===== src/rtl/mem_arbiter_pkg.sv =====
// Shared constants for the unified-memory arbiter: FSM state codes, port indices
// and the default memory latency.
package mem_arbiter_pkg;

  localparam logic [1:0] ST_IDLE  = 2'd0;
  localparam logic [1:0] ST_ISSUE = 2'd1;
  localparam logic [1:0] ST_WAIT  = 2'd2;
  localparam logic [1:0] ST_DONE  = 2'd3;

  localparam logic PORT_CPU = 1'b0;
  localparam logic PORT_DMA = 1'b1;

  localparam int MEM_LAT_DEFAULT = 1;
  // Wide enough for the legal latency range 1..7.
  localparam int CNT_W = 3;

endpackage


===== src/rtl/arb_rr2.sv =====
// Combinational two-way pick between the CPU and DMA ports.
// Define ARB_FIXED_PRIO_EN to make the CPU port win every tie (DMA may starve).
module arb_rr2
  import mem_arbiter_pkg::*;
(
  input  logic req0,
  input  logic req1,
  input  logic last_owner,
  output logic winner
);

`ifdef ARB_FIXED_PRIO_EN
  logic unused_last_owner;
  assign unused_last_owner = last_owner;
`endif

  always_comb begin
    winner = PORT_CPU;
    if (req0 && req1) begin
`ifdef ARB_FIXED_PRIO_EN
      winner = PORT_CPU;
`else
      winner = (last_owner == PORT_CPU) ? PORT_DMA : PORT_CPU;
`endif
    end else if (req1) begin
      winner = PORT_DMA;
    end
  end

endmodule


===== src/rtl/mem_arbiter.sv =====
// Two-port arbiter serialising CPU and DMA accesses onto one fixed-latency memory.
// Optional build macro ARB_FIXED_PRIO_EN (handled in arb_rr2) selects fixed CPU priority.
module mem_arbiter
  import mem_arbiter_pkg::*;
#(
  parameter int ADDR_W  = 32,
  parameter int DATA_W  = 32,
  parameter int MEM_LAT = MEM_LAT_DEFAULT
) (
  input  logic              clk,
  input  logic              reset,
  input  logic              req0,
  input  logic              req1,
  input  logic              we0,
  input  logic              we1,
  input  logic [ADDR_W-1:0] addr0,
  input  logic [ADDR_W-1:0] addr1,
  input  logic [DATA_W-1:0] wdata0,
  input  logic [DATA_W-1:0] wdata1,
  output logic              gnt0,
  output logic              gnt1,
  output logic              done0,
  output logic              done1,
  output logic [DATA_W-1:0] rdata,
  output logic              mem_rd,
  output logic              mem_wr,
  output logic [ADDR_W-1:0] mem_addr,
  output logic [DATA_W-1:0] mem_wdata,
  input  logic [DATA_W-1:0] mem_rdata,
  output logic              busy
);

  localparam logic [CNT_W-1:0] LAT_LOAD = CNT_W'(MEM_LAT);

  logic [1:0]       state_reg, state_next;
  logic             owner_reg, owner_next;
  logic             we_reg, we_next;
  logic             last_owner_reg, last_owner_next;
  logic [CNT_W-1:0] cnt_reg, cnt_next;
  logic [ADDR_W-1:0] addr_next;
  logic [DATA_W-1:0] wdata_next, rdata_next;
  logic gnt0_next, gnt1_next, done0_next, done1_next;
  logic mem_rd_next, mem_wr_next, busy_next;
  logic pick;

  arb_rr2 u_rr (
    .req0       (req0),
    .req1       (req1),
    .last_owner (last_owner_reg),
    .winner     (pick)
  );

  always_ff @(posedge clk or negedge reset) begin
    if (!reset) state_reg <= ST_IDLE;
    else        state_reg <= state_next;
  end

  always_comb begin
    state_next = state_reg;
    case (state_reg)
      ST_IDLE:  if (req0 || req1) state_next = ST_ISSUE;
      ST_ISSUE: state_next = ST_WAIT;
      ST_WAIT:  if (cnt_reg == CNT_W'(1)) state_next = ST_DONE;
      default:  state_next = ST_IDLE;
    endcase
  end

  // Computes the next value of every registered output and of the latched transaction.
  always_comb begin
    owner_next      = owner_reg;
    we_next         = we_reg;
    last_owner_next = last_owner_reg;
    cnt_next        = cnt_reg;
    addr_next       = mem_addr;
    wdata_next      = mem_wdata;
    rdata_next      = rdata;
    case (state_reg)
      ST_IDLE: begin
        if (req0 || req1) begin
          owner_next = pick;
          we_next    = (pick == PORT_DMA) ? we1 : we0;
          addr_next  = (pick == PORT_DMA) ? addr1 : addr0;
          wdata_next = (pick == PORT_DMA) ? wdata1 : wdata0;
          cnt_next   = LAT_LOAD;
        end
      end
      ST_WAIT: begin
        cnt_next = cnt_reg - CNT_W'(1);
        if (cnt_reg == CNT_W'(1) && !we_reg) rdata_next = mem_rdata;
      end
      ST_DONE: last_owner_next = owner_reg;
      default: ;
    endcase
    gnt0_next   = (state_next == ST_ISSUE) && (owner_next == PORT_CPU);
    gnt1_next   = (state_next == ST_ISSUE) && (owner_next == PORT_DMA);
    done0_next  = (state_next == ST_DONE) && (owner_next == PORT_CPU);
    done1_next  = (state_next == ST_DONE) && (owner_next == PORT_DMA);
    mem_rd_next = (state_next == ST_ISSUE) && !we_next;
    mem_wr_next = (state_next == ST_ISSUE) && we_next;
    busy_next   = (state_next != ST_IDLE);
  end

  always_ff @(posedge clk or negedge reset) begin
    if (!reset) begin
      owner_reg      <= PORT_CPU;
      we_reg         <= 1'b0;
      last_owner_reg <= PORT_DMA;
      cnt_reg        <= '0;
      mem_addr       <= '0;
      mem_wdata      <= '0;
      rdata          <= '0;
      gnt0           <= 1'b0;
      gnt1           <= 1'b0;
      done0          <= 1'b0;
      done1          <= 1'b0;
      mem_rd         <= 1'b0;
      mem_wr         <= 1'b0;
      busy           <= 1'b0;
    end else begin
      owner_reg      <= owner_next;
      we_reg         <= we_next;
      last_owner_reg <= last_owner_next;
      cnt_reg        <= cnt_next;
      mem_addr       <= addr_next;
      mem_wdata      <= wdata_next;
      rdata          <= rdata_next;
      gnt0           <= gnt0_next;
      gnt1           <= gnt1_next;
      done0          <= done0_next;
      done1          <= done1_next;
      mem_rd         <= mem_rd_next;
      mem_wr         <= mem_wr_next;
      busy           <= busy_next;
    end
  end

endmodule


===== config.mk =====
export PLATFORM = sky130hd
export DESIGN_NAME = mem_arbiter
export DESIGN_NICKNAME = d
export VERILOG_FILES = /design/src/rtl/mem_arbiter_pkg.sv /design/src/rtl/arb_rr2.sv /design/src/rtl/mem_arbiter.sv
export SDC_FILE = /design/constraint.sdc
export NUM_CORES = 1
export LEC_CHECK = 0
export ABC_AREA = 1
export CAP_MARGIN = 20
export CORE_MARGIN = 8
export CORE_UTILIZATION = 43
export DETAILED_ROUTE_END_ITERATION = 8
export PLACE_DENSITY = 0.87
export SLEW_MARGIN = 20
export SYNTH_ARGS = -nofsm -noshare
export SYNTH_HDL_FRONTEND = slang
export SYNTH_HIERARCHICAL = 1
export SYNTH_SLANG_ARGS = --single-unit

===== constraint.sdc =====
create_clock -name clk -period 3.2 [get_ports clk]
set_input_delay 0.48 -clock clk [delete_from_list [all_inputs] [get_ports clk]]
set_output_delay 0.48 -clock clk [all_outputs]
set_load 0.005 [all_outputs]

==> results.txt <==
Initial Util -> 0.442
Worst hold slack -> 0.0799 ns
Syn avg cell area -> 8.17 µm²
CTS max path bufs -> 2
Hold_buf cts -> 0
Gr ovfl total -> 0
Min cycle time layout -> 2.33 ns
CTS tree -> done
Critical path buffers and inverters -> 2
Measured slew at the worst slew-check pin -> 0.952 ns
Post-Syn Area -> 5060 µm²
Worst-path clk slew -> 0.08 ns
Post-CTS Setup Bufs -> 0
Residual DRC -> 0
Worst reg2reg setup slack -> 0.87 ns
Rel. slew slack -> 0.364
Num rows -> 39
Drt total wl -> 15000 µm
Cells along the critical path -> inv_1, ha_1, nand4_2, buf_4, nand2_1, o21ai_0
CP Max Fanout -> 43
Core ar. -> 11500 µm²
Maximum VDD drop -> 0.000480 V
Register area share after synthesis -> 0.549
Clk_lat worst skew -> 0.34 ns
Max-slew violations -> 0
Max-capacitance violation count -> 0
Gate Count Post-Synth -> 620
Yosys reg bits -> 111
Chip height -> 125 µm
Met1 usage -> 0.214
Hold violation count in the final report -> 0
Final setup skew -> 0.00966 ns
Final ANT Viol Nets -> 0
Gpl congestion -> 0.765
Wire per inst -> 14.7 µm
Worst path top cell family by delay -> simple AND/OR/NAND/NOR gates
Largest net degree at the start of global routing -> 83
Inst Count DP -> 1004
Initial antenna violation count -> 0
Setup tns final -> 0 ns
Final net count -> 1044
GRT Resource Usage Total -> 0.194
Worst reg2reg path depth -> 6
Area grow syn2layout -> 60.0%
Post-DP HPWL -> 11800 µm
Port Buf Inserts -> 268
Commonest non-fill, non-tap cell in the layout -> clkdlybuf4s50_1
Vias in the first global route -> 4885
Layout cells sized above 1 -> 0.0365
H-tree depth -> 3
Outcome -> finished, final reports clean
DIE AREA -> 15500 µm²
Startpoint of the worst-slack reg-to-reg timing path -> state_reg[0]$_DFF_PN0_
Final setup violation count -> 0
CP peak stage delay -> 0.75 ns
First-pass GRT wire length -> 24800 µm
Die W -> 125 µm
Worst Hold Class -> in -> async
Slowest-stage cell, CP -> nand4_2
CP Class -> reg -> reg
Data required time of the worst path -> 3.42 ns
Yosys cell types -> 21
CP startpoint kind -> flip-flop
Pleak -> 3.86 nW
Drt pass-1 iters -> 4
1st-iter DRT viols -> 333
Total CTS buffers -> 9
Fmax -> 429 MHz
GR Layer Usage met2 -> 0.339
Largest registers -> mem_addr: 32 flops, mem_wdata: 32 flops, rdata: 32 flops
Synth warn -> 6
Crit Reg-Reg Endpoint -> rdata[9]$_DFFE_PN0P_
Syn nets -> 792
# clock sinks -> 111
Via count -> 4756
Via-per-instance ratio -> 4.66
Top Usage Layer GRT -> met2
CTS Root Cell -> clkbuf_16
Commonest cells after routing, fill and taps aside -> 267 x clkdlybuf4s50_1, 173 x nand2_1, 158 x o21ai_0
Non-Filler Instances -> 1020
Final period util -> 0.728
Endpoint class of the critical path -> flip-flop
RSZ-0062 raised after global routing -> false
Ant. Diodes -> 0
Power Density -> 804 nW/µm²
Grt met3 use -> 0.0711
Post-CTS Resized -> 0
Num ports -> 269
Crit path DAT -> 2.55 ns
where the power goes:
group / internal (W) / total, W / switching [W]
clock: 0.000529 / 0.00103 / 0.000496
sequential: 0.00210 / 0.00245 / 0.000350
combinational: 0.00170 / 0.00304 / 0.00134
total: 0.00433 / 0.00651 / 0.00219
kinds of logic (layout without fill, tap and decap cells):
group | Yosys count | count (layout) | share of synthesized area
flip-flops | 111 | 111 | 0.549
AO/OA/AOI/OAI | 171 | 171 | 0.175
adder cells (fa/ha/maj) | 6 | 6 | 0.0148
buffers and inverters | 145 | 402 | 0.120
AND/OR/NAND/NOR | 186 | 186 | 0.140
XOR/XNOR | 1 | 1 | 0.00173
area by class of cell:
type	count	area, µm²
repair buffers	275	2770
clock buffers	11	233
flip-flops and latches	111	2780
fillers	885	3370
well taps	143	179
clock inverters	5	36.3
inverters	111	417
multi-input cells	364	1690
metrics by stage:
stage          worst slack (ns)   util  cell area [µm²]  power [W]
4_1_cts                   0.861  0.706             8100    0.00661
2_1_floorplan              1.82      -             5060    0.00370
3_5_place_dp              0.795  0.683             7830    0.00556
5_1_grt                   0.605  0.706             8100    0.00706
6_report                  0.871  0.706             8100    0.00651
3_3_place_gp              0.861  0.683             7830    0.00546
routing by layer:
metal  up-vias  part of all wire
met2       173              0.50
met3        18             0.088
li1       2411                 -
met5         -                 0
met4         0             0.019
met1      2154              0.39
how the worst max path moves through the flow:
stage	from	end	slack (ns)	cells after the start
2_1_floorplan	state_reg[0]$_DFF_PN0_	mem_addr[0]$_DFFE_PN0P_	1.82	7
3_5_place_dp	req1	mem_rd$_DFF_PN0_	0.79	9
3_3_place_gp	req1	mem_rd$_DFF_PN0_	0.86	9
4_1_cts	state_reg[0]$_DFF_PN0_	rdata[9]$_DFFE_PN0P_	0.86	6
6_report	state_reg[0]$_DFF_PN0_	rdata[9]$_DFFE_PN0P_	0.87	6
5_1_grt	state_reg[0]$_DFF_PN0_	rdata[9]$_DFFE_PN0P_	0.61	6
cells in the mapped netlist:
library cell  instances  share of area
nand2_1             173           0.13
o21ai_0             158           0.16
dfrtp_1             110           0.54
inv_1               109          0.081
clkbuf_1             14          0.010
nor2_1               10         0.0074
buf_2                 8         0.0079
buf_4                 7          0.010
ha_1                  6          0.015
o21ai_1               6         0.0059
o21ai_2               4         0.0069
buf_6                 3         0.0067
clkbuf_2              2         0.0020
inv_2                 2         0.0015
nand3_1               2         0.0020
a21oi_1               1        0.00099
a21oi_2               1         0.0017
dfstp_2               1         0.0052
nand4_2               1         0.0025
o21ai_4               1         0.0032
xnor2_1               1         0.0017
(Power assumes the default switching activity.)
==> patch 1: new RTL, config.mk and constraints unchanged <==
Build with the macro `ARB_FIXED_PRIO_EN` defined.
--- a/src/rtl/arb_rr2.sv
+++ b/src/rtl/arb_rr2.sv
@@ -2,2 +2,4 @@
 // Define ARB_FIXED_PRIO_EN to make the CPU port win every tie (DMA may starve).
+`define ARB_FIXED_PRIO_EN
+
 module arb_rr2
Formal check against the unedited RTL: not equivalent (a bounded check fails within 10 cycles, from zero or initial values and one cycle with reset low).
==> patch 1 against the unedited design <==
- highest routed layer unchanged
- design area decreased by 0.31%
- count of clock-buffer cells in the layout decreased by 1
- largest cell class is now non-clock buffers
- area after synthesis decreased by 0.99%
- critical path type is now in2reg
- wire length increased by 2.3%
- total power decreased by 1.1%
- setup slack improved by 0.45 ns
- clock power increased by 7%
- critical endpoint is now mem_wdata[13]$_DFFE_PN0P_
- sequential cell count decreased by 1
==> patch 1: results (changes against the unedited design) <==
Worst endpoint data arrival time: 2.06 ns (was 2.55 ns)
ANT cells: 0 (unchanged)
First-pass GRT wire length: 23.29 mm (was 24.75 mm)
Vias in the first global route: 4653 (was 4885)
CP Max Fanout: 73 (was 43)
Leakage: 3.840 nW (was 3.858 nW)
Register-to-register setup slack: 1.35 ns (was 0.87 ns)
Mapped Nets: 787 (was 792)
PortBufs: 268 (unchanged)
GP Congestion: 0.7736 (was 0.7651)
Layout cells sized above 1: 3.780% (was 3.649%)
Finished Layout Cells: 1016 (was 1020)
Max IR drop VDD: 0.0004852 V (was 0.0004805 V)
Largest net degree at the start of global routing: 132 (was 83)
Root buf cell: clkbuf_16 (unchanged)
Detail Placement HPWL: 12.30 mm (was 11.80 mm)
Worst slew pin tran: 0.5908 ns (was 0.9523 ns)
R2r worst-path depth: 7 (was 6)
Routed WL per cell: 15.09 um (was 14.70 um)
CTS max path bufs: 2 (unchanged)
Drt pass-1 iters: 5 (was 4)
Initial DRC count: 293 (was 333)
Worst hold margin: 0.1250 ns (was 0.07993 ns)
Mapped Avg Cell Area: 8.139 um^2 (was 8.167 um^2)
Status: finished, final reports clean (unchanged)
GRT Total Usage: 19.30% (was 19.45%)
Via density: 4.641 (was 4.663)
Final clock skew: 0.01415 ns (was 0.009656 ns)
-- patch 1: cell count changes in the layout (fill, tap and decap cells not counted), moves of 2 or more --
cell        unedited run  this run
clkbuf_1               2         0
clkinvlp_4             3         0
buf_12                 3         1
inv_6                  0         2
-- patch 1: metal layers --
layer / part of all wire (%) / vias up / GRT usage [%]
met1: 38 / 2128 / 21.51
met3: 12 / 7 / 7.888
li1: - / 2395 / -
met2: 50 / 185 / 34.25
met4: 0.49 / 0 / 3.569
met5: 0 / - / 0
-- patch 1: area by class of cell --
cell class	count	area [um^2]
clock buffers	10	239.0
clock inverters	6	62.56
fillers	857	3343
inverters	111	416.7
multi-input cells	361	1660
flip-flops and latches	110	2753
well taps	143	178.9
repair buffers	275	2765
-- patch 1: worst max-delay path: stages --
cell and delay, ns:
clkdlybuf4s50_1 0.50, o21ai_4 0.29, buf_4 0.55, o21ai_0 0.21
-- patch 1: worst paths after layout --
path                                      startpoint                         to
min                                            reset             gnt0$_DFF_PN0_
min in group clk           mem_wdata[18]$_DFFE_PN0P_  mem_wdata[18]$_DFFE_PN0P_
max                                             req0  mem_wdata[13]$_DFFE_PN0P_
max reg2reg                   state_reg[0]$_DFF_PN0_      rdata[26]$_DFFE_PN0P_
min reg2reg                mem_wdata[18]$_DFFE_PN0P_  mem_wdata[18]$_DFFE_PN0P_
max in group asynchronous                      reset      rdata[23]$_DFFE_PN0P_
-- patch 1: through the flow --
| step | setup WS (ns) | instance area, um^2 |
|---|---|---|
| final | 1.319 | 8075 |
| after global routing | 1.174 | 8075 |
| after CTS | 0.9368 | 8048 |
| after detailed placement | 0.9592 | 7746 |
| after global placement | 1.025 | 7746 |
| after floorplan | 1.844 | 5014 |
-- patch 1: power breakdown --
part | total [W] | internal (W) | leakage [nW] | switching [W]
Sequential | 0.00243 | 0.00207 | 1.35 | 0.000356
Clock | 0.00110 | 0.000571 | 0.148 | 0.000529
Combinational | 0.00291 | 0.00165 | 2.34 | 0.00126
Total | 0.00644 | 0.00430 | 3.84 | 0.00214
==> patch 2: new RTL, config.mk and constraints unchanged <==
Made on the original files. Reset style: synchronous (`reset`), changed in 2 clocked blocks.
--- a/src/rtl/mem_arbiter.sv
+++ b/src/rtl/mem_arbiter.sv
@@ -52,3 +52,3 @@
 
-  always_ff @(posedge clk or negedge reset) begin
+  always_ff @(posedge clk) begin
     if (!reset) state_reg <= ST_IDLE;
@@ -102,3 +102,3 @@
 
-  always_ff @(posedge clk or negedge reset) begin
+  always_ff @(posedge clk) begin
     if (!reset) begin
Behaviour: differs if reset is asserted again (counterexample within 4 cycles, from zero or initial values and one cycle with reset low); with reset held inactive, the same outputs for 10 cycles.
==> patch 2 against the unedited design <==
- first-iteration DRC count increased by 33%
- total power shrank 27%
- critical endpoint is now gnt1$_SDFF_PN0_
- area after synthesis down 4.7%
- setup slack improved by 0.044 ns
- critical path depth rose by 1
- sequential cell count is the same
- wire length rose by 14%
- design area fell by 4.5%
- critical path type is now in2reg
- largest power group unchanged
==> patch 2: results (changes against the unedited design) <==
Psw: 0.001788 W (was 0.002187 W)
Async SR Flop Fraction: 0% (was 100.0%)
Fillers: 933 (was 885)
Initial DRC count: 442 (was 333)
Root buf cell: clkbuf_8 (was clkbuf_16)
Final wirelength: 17.14 mm (was 14.99 mm)
First-pass GRT wire length: 26.33 mm (was 24.75 mm)
Worst reg2reg endpoint: rdata[25]$_SDFFE_PN0P_ (was rdata[9]$_DFFE_PN0P_)
GP Congestion: 0.7959 (was 0.7651)
Top Family by Delay on Critical Path: buffers and inverters (was simple AND/OR/NAND/NOR gates)
Detail Placement HPWL: 12.83 mm (was 11.80 mm)
Largest stage delay, worst path: 0.69 ns (was 0.75 ns)
Final net count: 1133 (was 1044)
Status: finished, final reports clean (unchanged)
Crit path launch: req1 (was state_reg[0]$_DFF_PN0_)
Critical path's slowest cell: clkinv_2 (was nand4_2)
Worst r2r src: state_reg[0]$_SDFF_PN0_ (was state_reg[0]$_DFF_PN0_)
Post-Synth Adder-Cell Area: 1.555% (was 1.483%)
Dpl ws: 0.6756 ns (was 0.7948 ns)
Layout cells sized above 1: 3.416% (was 3.649%)
HP Class: reg2reg (was in2async)
R2r worst-path depth: 8 (was 6)
Vias in the first global route: 5237 (was 4885)
Most frequent cells after synthesis: nand2_1 (377), dfxtp_1 (111), a21oi_1 (99), nand3_1 (39), buf_2 (23) (was nand2_1 (173), o21ai_0 (158), dfrtp_1 (110), inv_1 (109), clkbuf_1 (14))
Final clock skew: 0.02323 ns (was 0.009656 ns)
Via density: 4.804 (was 4.663)
Register-to-register setup slack: 1.15 ns (was 0.87 ns)
Synth Area in Compound Gates: 10.94% (was 17.49%)
CP Max Fanout: 65 (was 43)
Worst-path clk slew: 0.12 ns (was 0.08 ns)
Largest net degree at the start of global routing: 67 (was 83)
[patch 2: worst register-to-register path, stage by stage (launching register included)]
cell     delay (ns)
dfxtp_1        0.34
inv_1          0.13
ha_1           0.22
inv_1          0.11
nor2_4         0.08
buf_4          0.34
nand2_2        0.45
nand2_1        0.19
a21oi_1        0.07
[patch 2: how the worst min path moves through the flow]
stage	slack (ns)	startpoint	to	cells past startpoint
CTS	0.47	mem_addr[28]$_SDFFE_PN0P_	mem_addr[28]$_SDFFE_PN0P_	2
finish	0.47	rdata[10]$_SDFFE_PN0P_	rdata[10]$_SDFFE_PN0P_	2
global route	0.48	rdata[30]$_SDFFE_PN0P_	rdata[30]$_SDFFE_PN0P_	2
global placement	0.45	rdata[21]$_SDFFE_PN0P_	rdata[21]$_SDFFE_PN0P_	2
floorplan	0.44	owner_reg$_SDFF_PN0_	last_owner_reg$_SDFFE_PN1N_	2
detailed placement	0.45	rdata[10]$_SDFFE_PN0P_	rdata[10]$_SDFFE_PN0P_	2
[patch 2: cell type report]
type / count / share of cell area (%)
multi-input combinational: 540 / 29.71
clock buffer: 10 / 1.649
clock inverter: 6 / 0.6630
inverter: 21 / 1.035
sequential: 111 / 28.72
timing repair buffer: 278 / 35.96
tap: 140 / 2.264
[patch 2: power groups by stage]
| stage | Sequential (W) | Clock, W | Combinational [W] |
|---|---|---|---|
| 2_1_floorplan | 0.00188 | 0 | 0.00109 |
| 3_3_place_gp | 0.00185 | 0 | 0.00214 |
| 3_5_place_dp | 0.00187 | 0 | 0.00216 |
| 4_1_cts | 0.00184 | 0.000806 | 0.00217 |
| 5_1_grt | 0.00188 | 0.000863 | 0.00237 |
| 6_report | 0.00184 | 0.000787 | 0.00214 |
[patch 2: kinds of logic (layout without fill, tap and decap cells)]
logic type,count (synthesis),count (layout)
buffers and inverters,69,315
flip-flops,111,111
AND/OR/NAND/NOR,430,430
adder cells (fa/ha/maj),6,6
AO/OA/AOI/OAI,104,104
[patch 2: stage by stage]
step | hold WS (ns) | cell area, um^2 | total power, W | cells | utilization (%)
after floorplan | 0.4386 | 4827 | 0.002969 | 720 | -
after global placement | 0.4474 | 7557 | 0.003996 | 1090 | 69.41
after detailed placement | 0.4534 | 7557 | 0.004029 | 1090 | 69.41
after CTS | 0.4696 | 7736 | 0.004821 | 1106 | 71.05
after global routing | 0.4803 | 7737 | 0.005108 | 1106 | 71.06
final | 0.4682 | 7737 | 0.004766 | 1106 | 71.06
[patch 2: routing by layer]
layer	wire length, um	GRT usage (%)	part of all wire (%)	vias up
met4	463	8.404	2.7	0
li1	-	-	-	2736
met2	8177	38.23	48	203
met1	6609	23.83	39	2347
met5	0	0	0	-
met3	1888	9.116	11	27
